## config.mk

```make
export PLATFORM = sky130hd
export DESIGN_NAME = id_ex_pipe_reg
export DESIGN_NICKNAME = d
export VERILOG_FILES = /design/src/rtl/id_ex_pipe_reg.sv
export SDC_FILE = /design/constraint.sdc
export NUM_CORES = 1
export LEC_CHECK = 0
export BUFFER_PORTS_ARGS = -buffer_cell sky130_fd_sc_hd__buf_4
export CAP_MARGIN = 30
export CORE_MARGIN = 2
export CORE_UTILIZATION = 36
export CTS_BUF_LIST = sky130_fd_sc_hd__clkbuf_16
export DETAILED_ROUTE_END_ITERATION = 7
export PLACE_DENSITY = 0.67
export SLEW_MARGIN = 20
export SYNTH_ARGS = -nofsm -noshare
export SYNTH_HDL_FRONTEND = slang
export SYNTH_SLANG_ARGS = --single-unit
```

## constraint.sdc

```tcl
create_clock -name clk -period 0.8 [get_ports clk]
set_input_delay 0.04 -clock clk [delete_from_list [all_inputs] [get_ports clk]]
set_output_delay 0.04 -clock clk [all_outputs]
set_load 0.02 [all_outputs]
```

## src/rtl/id_ex_pipe_reg.sv

```systemverilog
// ID/EX pipeline register: captures decode-stage fields for EX with stall hold and flush bubble.
// Optional EX valid tracking is enabled by defining ID_EX_VALID_EN.
module id_ex_pipe_reg #(
  parameter int unsigned DATA_W     = 32,
  parameter int unsigned REG_ADDR_W = 3,
  parameter int unsigned IMM_W      = 8,
  parameter int unsigned OPC_W      = 6
) (
  input  logic                  clk,
  input  logic                  rst_n,
  input  logic                  stall,
  input  logic                  flush,

  input  logic [OPC_W-1:0]      ID_opcode,
  input  logic                  ID_regwrite,
  input  logic                  ID_memtoreg,
  input  logic                  ID_memread,
  input  logic                  ID_memwrite,
  input  logic                  ID_alusrc,
  input  logic                  ID_aluop,
  input  logic                  ID_regdist,
  input  logic [IMM_W-1:0]      ID_immediate,
  input  logic [REG_ADDR_W-1:0] ID_rs,
  input  logic [REG_ADDR_W-1:0] ID_rt,
  input  logic [REG_ADDR_W-1:0] ID_rd,
  input  logic [DATA_W-1:0]     ID_rd1,
  input  logic [DATA_W-1:0]     ID_rd2,

  output logic [OPC_W-1:0]      EX_opcode,
  output logic                  EX_regwrite,
  output logic                  EX_memtoreg,
  output logic                  EX_memread,
  output logic                  EX_memwrite,
  output logic                  EX_alusrc,
  output logic                  EX_aluop,
  output logic                  EX_regdist,
  output logic [IMM_W-1:0]      EX_immediate,
  output logic [REG_ADDR_W-1:0] EX_rs,
  output logic [REG_ADDR_W-1:0] EX_rt,
  output logic [REG_ADDR_W-1:0] EX_rd,
  output logic [DATA_W-1:0]     EX_rd1,
  output logic [DATA_W-1:0]     EX_rd2
`ifdef ID_EX_VALID_EN
  ,
  input  logic                  ID_valid,
  output logic                  EX_valid
`endif
);

  logic [OPC_W-1:0]      opcode_d, opcode_q;
  logic                  regwrite_d, regwrite_q;
  logic                  memtoreg_d, memtoreg_q;
  logic                  memread_d, memread_q;
  logic                  memwrite_d, memwrite_q;
  logic                  alusrc_d, alusrc_q;
  logic                  aluop_d, aluop_q;
  logic                  regdist_d, regdist_q;
  logic [IMM_W-1:0]      immediate_d, immediate_q;
  logic [REG_ADDR_W-1:0] rs_d, rs_q;
  logic [REG_ADDR_W-1:0] rt_d, rt_q;
  logic [REG_ADDR_W-1:0] rd_d, rd_q;
  logic [DATA_W-1:0]     rd1_d, rd1_q;
  logic [DATA_W-1:0]     rd2_d, rd2_q;

  // Flush beats stall so a squashed instruction can never linger in EX.
  always_comb begin
    opcode_d    = opcode_q;
    regwrite_d  = regwrite_q;
    memtoreg_d  = memtoreg_q;
    memread_d   = memread_q;
    memwrite_d  = memwrite_q;
    alusrc_d    = alusrc_q;
    aluop_d     = aluop_q;
    regdist_d   = regdist_q;
    immediate_d = immediate_q;
    rs_d        = rs_q;
    rt_d        = rt_q;
    rd_d        = rd_q;
    rd1_d       = rd1_q;
    rd2_d       = rd2_q;
    if (flush) begin
      opcode_d    = '0;
      regwrite_d  = 1'b0;
      memtoreg_d  = 1'b0;
      memread_d   = 1'b0;
      memwrite_d  = 1'b0;
      alusrc_d    = 1'b0;
      aluop_d     = 1'b0;
      regdist_d   = 1'b0;
      immediate_d = '0;
      rs_d        = '0;
      rt_d        = '0;
      rd_d        = '0;
      rd1_d       = '0;
      rd2_d       = '0;
    end else if (!stall) begin
      opcode_d    = ID_opcode;
      regwrite_d  = ID_regwrite;
      memtoreg_d  = ID_memtoreg;
      memread_d   = ID_memread;
      memwrite_d  = ID_memwrite;
      alusrc_d    = ID_alusrc;
      aluop_d     = ID_aluop;
      regdist_d   = ID_regdist;
      immediate_d = ID_immediate;
      rs_d        = ID_rs;
      rt_d        = ID_rt;
      rd_d        = ID_rd;
      rd1_d       = ID_rd1;
      rd2_d       = ID_rd2;
    end
  end

  always_ff @(posedge clk) begin
    if (!rst_n) begin
      opcode_q    <= '0;
      regwrite_q  <= 1'b0;
      memtoreg_q  <= 1'b0;
      memread_q   <= 1'b0;
      memwrite_q  <= 1'b0;
      alusrc_q    <= 1'b0;
      aluop_q     <= 1'b0;
      regdist_q   <= 1'b0;
      immediate_q <= '0;
      rs_q        <= '0;
      rt_q        <= '0;
      rd_q        <= '0;
      rd1_q       <= '0;
      rd2_q       <= '0;
    end else begin
      opcode_q    <= opcode_d;
      regwrite_q  <= regwrite_d;
      memtoreg_q  <= memtoreg_d;
      memread_q   <= memread_d;
      memwrite_q  <= memwrite_d;
      alusrc_q    <= alusrc_d;
      aluop_q     <= aluop_d;
      regdist_q   <= regdist_d;
      immediate_q <= immediate_d;
      rs_q        <= rs_d;
      rt_q        <= rt_d;
      rd_q        <= rd_d;
      rd1_q       <= rd1_d;
      rd2_q       <= rd2_d;
    end
  end

  assign EX_opcode    = opcode_q;
  assign EX_regwrite  = regwrite_q;
  assign EX_memtoreg  = memtoreg_q;
  assign EX_memread   = memread_q;
  assign EX_memwrite  = memwrite_q;
  assign EX_alusrc    = alusrc_q;
  assign EX_aluop     = aluop_q;
  assign EX_regdist   = regdist_q;
  assign EX_immediate = immediate_q;
  assign EX_rs        = rs_q;
  assign EX_rt        = rt_q;
  assign EX_rd        = rd_q;
  assign EX_rd1       = rd1_q;
  assign EX_rd2       = rd2_q;

`ifdef ID_EX_VALID_EN
  logic valid_d, valid_q;

  always_comb begin
    valid_d = valid_q;
    if (flush) begin
      valid_d = 1'b0;
    end else if (!stall) begin
      valid_d = ID_valid;
    end
  end

  always_ff @(posedge clk) begin
    if (!rst_n) begin
      valid_q <= 1'b0;
    end else begin
      valid_q <= valid_d;
    end
  end

  assign EX_valid = valid_q;
`endif

endmodule

```

==> results of run 1 <==
[logic make-up (layout without fill, tap and decap cells)]
kind of cell           count (synthesis)  in the layout  synth area share, %
buffers and inverters                 21            330                6.369
DFF                                   94             94                55.38
muxes                                 94             94                27.69
and+or+nand+nor                       95             95                10.57
[layout make-up]
cell class	instances	area (um^2)	area share, %
Clock buffer	9	225.2	3.333
Clock inverter	6	63.81	0.9443
Multi-Input combinational cell	189	1311	19.40
Sequential cell	94	1999	29.59
Tap cell	111	138.9	2.055
Timing Repair Buffer	315	3019	44.68
[worst min-delay path, stage by stage]
cell and delay, ns:
buf_4 0.09, nand2b_4 0.08, buf_12 0.18, nor2_1 0.10
[per-layer routing]
layer | vias up | track usage, % | part of all wire, %
li1 | 1608 | - | -
met1 | 1530 | 22.07 | 39
met2 | 143 | 39.68 | 51
met3 | 17 | 7.039 | 8.6
met4 | 0 | 6.757 | 1.7
met5 | - | 0 | 0
[timing repair]
item / in CTS / in global routing
hold endpoints to repair: 94 / 0
buffers inserted: 6 / 12
gates resized for setup: 188 / 2
pin swaps: 0 / 1
setup endpoints to repair: 94 / 94
hold buffers: 94 / 0
[placed cells by master, fill, tap and decap left out, drive strengths merged]
| cell type | instances |
|---|---|
| clkbuf | 9 |
| inv | 2 |
| mux2i | 94 |
| clkinvlp | 1 |
| nand2b | 1 |
| bufinv | 1 |
| dlygate4sd3 | 94 |
| dfxtp | 94 |
| clkinv | 2 |
| nor2 | 94 |
| buf | 221 |
[worst paths after layout]
kind,from,to,slack [ns],cells after the start
max,EX_rd1[1],EX_rd1[1],-0.04,1
min,rst_n,EX_opcode[3],0.20,4
max reg2reg,EX_rd2[22],EX_rd2[22],0,3
min reg2reg,EX_opcode[0],EX_opcode[0],0.50,2
[flip-flops by register name, summed over array words and instances, names as in the netlist, 3 cells and up]
signal and cells:
EX_rs 3, EX_rd 3, EX_opcode 6, EX_rd1 32, EX_rd2 32, EX_immediate 8, EX_rt 3
[report_power, final]
part	switching (mW)	internal, mW	leakage (nW)
clock	1.75	2.40	0.143
combinational	0.778	1.22	2.30
sequential	0.113	4.87	0.808
total	2.64	8.48	3.25
[through the flow]
step           instances  cell area (um^2)  setup TNS, ns
4_1_cts              712              6660         -2.886
3_5_place_dp         597              4915         -1.183
6_report             724              6758         -1.727
2_1_floorplan        304              3398              0
3_3_place_gp         597              4915       -0.05978
5_1_grt              724              6758         -4.630
==> results.toml, run 1 <==
[status]
status = "finished with violations"
violations = "setup timing"

[layout]
final_core_util_pct = 73.48
layout.nets = 707
fill_cells = 573
area_delta_synth_final_pct = 98.86
drive_gt1_share_pct = 54.00
antenna_cells = 0

[hold_path]
hold_class = "in -> reg"

[floorplanning]
coreArea_mm2 = 0.009196
start_util_pct = 36.95
row_count = 35
io_pins = 192
die_y_um = 101.2
dieArea_mm2 = 0.01023
die_w_um = 101.2

[placement]
place_hpwl_um = 6025
place_ws_ns = -0.04932
port_buffers = 191
place_congestion = 0.7272

[synthesis]
synth_cells = 304
ys_warn_count = 0
async_reset_ff_share_pct = 0
ys_types = 8
synth_area_mm2 = 0.003398
yosys-top-cells-area = "dfxtp_1, mux2i_1, nor2_1, buf_12, buf_2"
postSynthAreaPerCell_um2 = 11.18
ys_seq_area_share_pct = 55.38
synth_flop_cell = "dfxtp_1"
synth_area_leader_cell = "dfxtp_1"
syn-num-nets = 402
synth_top_area_share_pct = 55.38
synth_seq_cells = 94
synth_common_cells = "dfxtp_1, mux2i_1, nor2_1"
synth-edff-count = 0

[critical_path]
crit_type = "reg -> out"
critPathBufInv = 1
slowest_stage = "dfxtp_2"
crit_family = "flip-flops"
start_kind = "flip-flop"
crit_chain = "buf_6"
required_ns = 0.76
max_stage_delay_ns = 0.35
cp_max_fo = 2
end_kind = "primary output"
crit_arrival_ns = 0.80

[timing]
max_freq_mhz = 1191
post-route-period-util_pct = 104.9
max-slew-margin-rel_pct = 87.04
holdWs_ns = 0.1979
worst_pin_slew_ns = 0.1891
setup_viol_count_final = 96
hold_viol_final = 0
skew_ns = 0
fin_crit_ns = 0.8394
setup_ws_ns = -0.03940
final_max_slew_viol_count = 0
grt_setup_unrepaired = "true"

[drt]
drt_iter0_markers = 43
dr.pass1.iters = 6
wire_per_inst_um = 15.24
drcViolationCount = 0
drt_wl_total_um = 11030
drtAntennaViolNets = 0
vias_per_cell = 4.555
via_count = 3298

[clocking]
path_clk_slew_ns = 0.07
cts_sinks = 94
clk_path_buf_depth = 2
numCtsBuffers = 9
htreeDepth = 3
cts_root_buf = "clkbuf_16"
insertion_delay_ns = 0.33
tritoncts = "done"

[power]
power_mw = 11.13
p_leak_nw = 3.248
ir_drop_uv = 1009
powerDensity_mw_per_mm2 = 1646

[global_routing]
grt_max_degree = 43
grt_pass1_wl_um = 16970
grt_use_total_pct = 21.12
antenna_found_initial = 0
grt-ovfl-total = 0
grt_pass1_vias = 3519

[job]
drv_cap = 0
Note: power is estimated with default switching activity, not from simulation.
==> run 2: changes to the inputs <==
Clock period 0.8 ns to 1.05 ns, I/O delays scaled along.
==> run 2 against run 1 <==
  * The run now ends clean
  * Critical endpoint is now EX_rd1[29]
  * Largest cell class unchanged
  * Die area did not move
  * Register-to-register slack improved by 0.37 ns
  * Combinational power fell by 31%
  * Clock power fell by 25%
  * Worst setup slack improved by 0.18 ns
  * Cell count fell by 2.5%
==> results.toml, run 2 (same netlist as run 1, synthesis figures left out) <==
[status]
status = "finished, final reports clean"

[drt]
via_count = 3178
drtAntennaViolNets = 0
drt_wl_total_um = 9731
vias_per_cell = 4.501
drcViolationCount = 0
wire_per_inst_um = 13.78
dr.pass1.iters = 4
drt_iter0_markers = 75

[power]
ir_drop_uv = 706.7
intPower_mw = 6.332
power.switching_mw = 1.931
swShare_pct = 23.37
powerDensity_mw_per_mm2 = 1346
power_frac_seq_pct = 45.4
p_leak_nw = 3.024
p_clk_share_pct = 37.9
comb_power_share_pct = 16.7

[global_routing]
grt_pass1_vias = 3263
use_met1_pct = 21.49
grt-ovfl-total = 0
met3_usage_pct = 6.349
grt_max_degree = 55
grt_pass1_wl_um = 15020
busiest_layer = "met2"
met2_usage_pct = 31.58
antenna_found_initial = 0
grt_use_total_pct = 18.53

[critical_path]
critPathBufInv = 1
critical_path.reg2reg.startpoint = "EX_aluop"
crit_family = "flip-flops"
cp_max_fo = 2
end_kind = "primary output"
crit_chain = "buf_4"
max_stage_delay_ns = 0.37
worst-r2r-cell-count = 2
cp.depth = 1
startpoint = "EX_rd1[29]"
slowest_stage = "dfxtp_1"
crit_arrival_ns = 0.86
crit_type = "reg -> out"
start_kind = "flip-flop"
required_ns = 1.00

[floorplanning]
row_count = 35
die_y_um = 101.2
coreArea_mm2 = 0.009196
io_pins = 192
start_util_pct = 36.95
dieArea_mm2 = 0.01023
die_w_um = 101.2

[layout]
area_delta_synth_final_pct = 80.63
antenna_cells = 0
fill_cells = 649
final_area_mm2 = 0.006138
layout.nets = 688
mostFrequentLayoutCells = "buf_4, dfxtp_1, mux2i_1, nor2_1, dlygate4sd3_1"
register_area_mm2 = 0.001882
layout_commonest_cell = "buf_4"
multi_input_area_mm2 = 0.001308
drive_gt1_share_pct = 36.30

[timing]
max_freq_mhz = 1101
skew_ns = 0
setup_viol_count_final = 0
fin_tns_setup_ns = 0
post-route-period-util_pct = 86.51
fin_crit_ns = 0.9083
max-slew-margin-rel_pct = 84.49
hold_viol_final = 0
final_max_slew_viol_count = 0
grt_setup_unrepaired = "false"
worst_pin_slew_ns = 0.2326

[clocking]
cts_root_buf = "clkbuf_16"
clk_path_buf_depth = 2
cts_sinks = 94
cts_setup_buffers = 0
htreeDepth = 3
tritoncts = "done"
insertion_delay_ns = 0.33
numCtsBuffers = 9
path_clk_slew_ns = 0.06
cts_resized = 0

[hold_path]
min-delay-start = "stall"
hold_depth = 3
hold_class = "in -> reg"

[placement]
port_buffers = 191
place_hpwl_um = 5924
place_congestion = 0.7399
place_area_mm2 = 0.004907

[job]
drv_cap = 0
[run 2: cell types whose count changed in the layout (fill, tap and decap cells not counted), sizes merged]
cell | before | now
buf | 221 | 202
clkinv | 2 | 4
inv | 2 | 0
clkinvlp | 1 | 2
[run 2: final cells by class]
class,instances,share of cell area (%)
timing repair buffer,296,41.05
sequential,94,30.66
multi-input combinational,189,21.30
clock buffer,9,3.669
tap,111,2.263
clock inverter,7,1.060
[run 2: path summary, 6_finish.rpt]
path | endpoint | slack [ns]
setup / recovery | EX_rd1[29] | 0.14
hold / removal | EX_rd2[9] | 0.15
setup reg to reg | EX_aluop | 0.37
hold reg to reg | EX_rd[2] | 0.49
[run 2: routing by layer]
layer	routed length (um)	vias to the layer above
li1	-	1576
met1	4017	1445
met2	4685	144
met3	873	13
met4	155	0
met5	0	-
[run 2: worst reg2reg max path, delay by kind of cell (launching register included)]
family / cells / cell delay, ns
AND/OR/NAND/NOR: 1 / 0.08
flip-flops: 1 / 0.31
multiplexers: 1 / 0.17
[run 2: repair_timing]
item | in CTS | in global routing
endpoints found under the setup margin | 0 | 0
endpoints found under the hold margin | 94 | 0
hold buffers | 94 | 0
[run 2: power groups by stage]
stage | clock (mW) | combinational, mW | sequential (mW)
final | 3.13 | 1.38 | 3.75
after CTS | 3.26 | 1.37 | 3.75
after detailed placement | 0 | 1.09 | 3.82
after global placement | 0 | 1.08 | 3.82
after floorplan | 0 | 0.436 | 3.96
after global routing | 3.39 | 1.48 | 3.76
[run 2: per-stage QoR]
| stage | hold WS (ns) | std cells | utilization, % | power (mW) | worst slack [ns] |
|---|---|---|---|---|---|
| after floorplan | 0.1964 | 304 | - | 4.400 | 0.2700 |
| after global placement | 0.2794 | 596 | 53.36 | 4.897 | 0.1664 |
| after detailed placement | 0.2900 | 596 | 53.36 | 4.913 | 0.1373 |
| after CTS | 0.1454 | 706 | 66.75 | 8.373 | 0.1363 |
| after global routing | 0.1854 | 706 | 66.75 | 8.625 | 0.1181 |
| final | 0.1500 | 706 | 66.75 | 8.263 | 0.1417 |
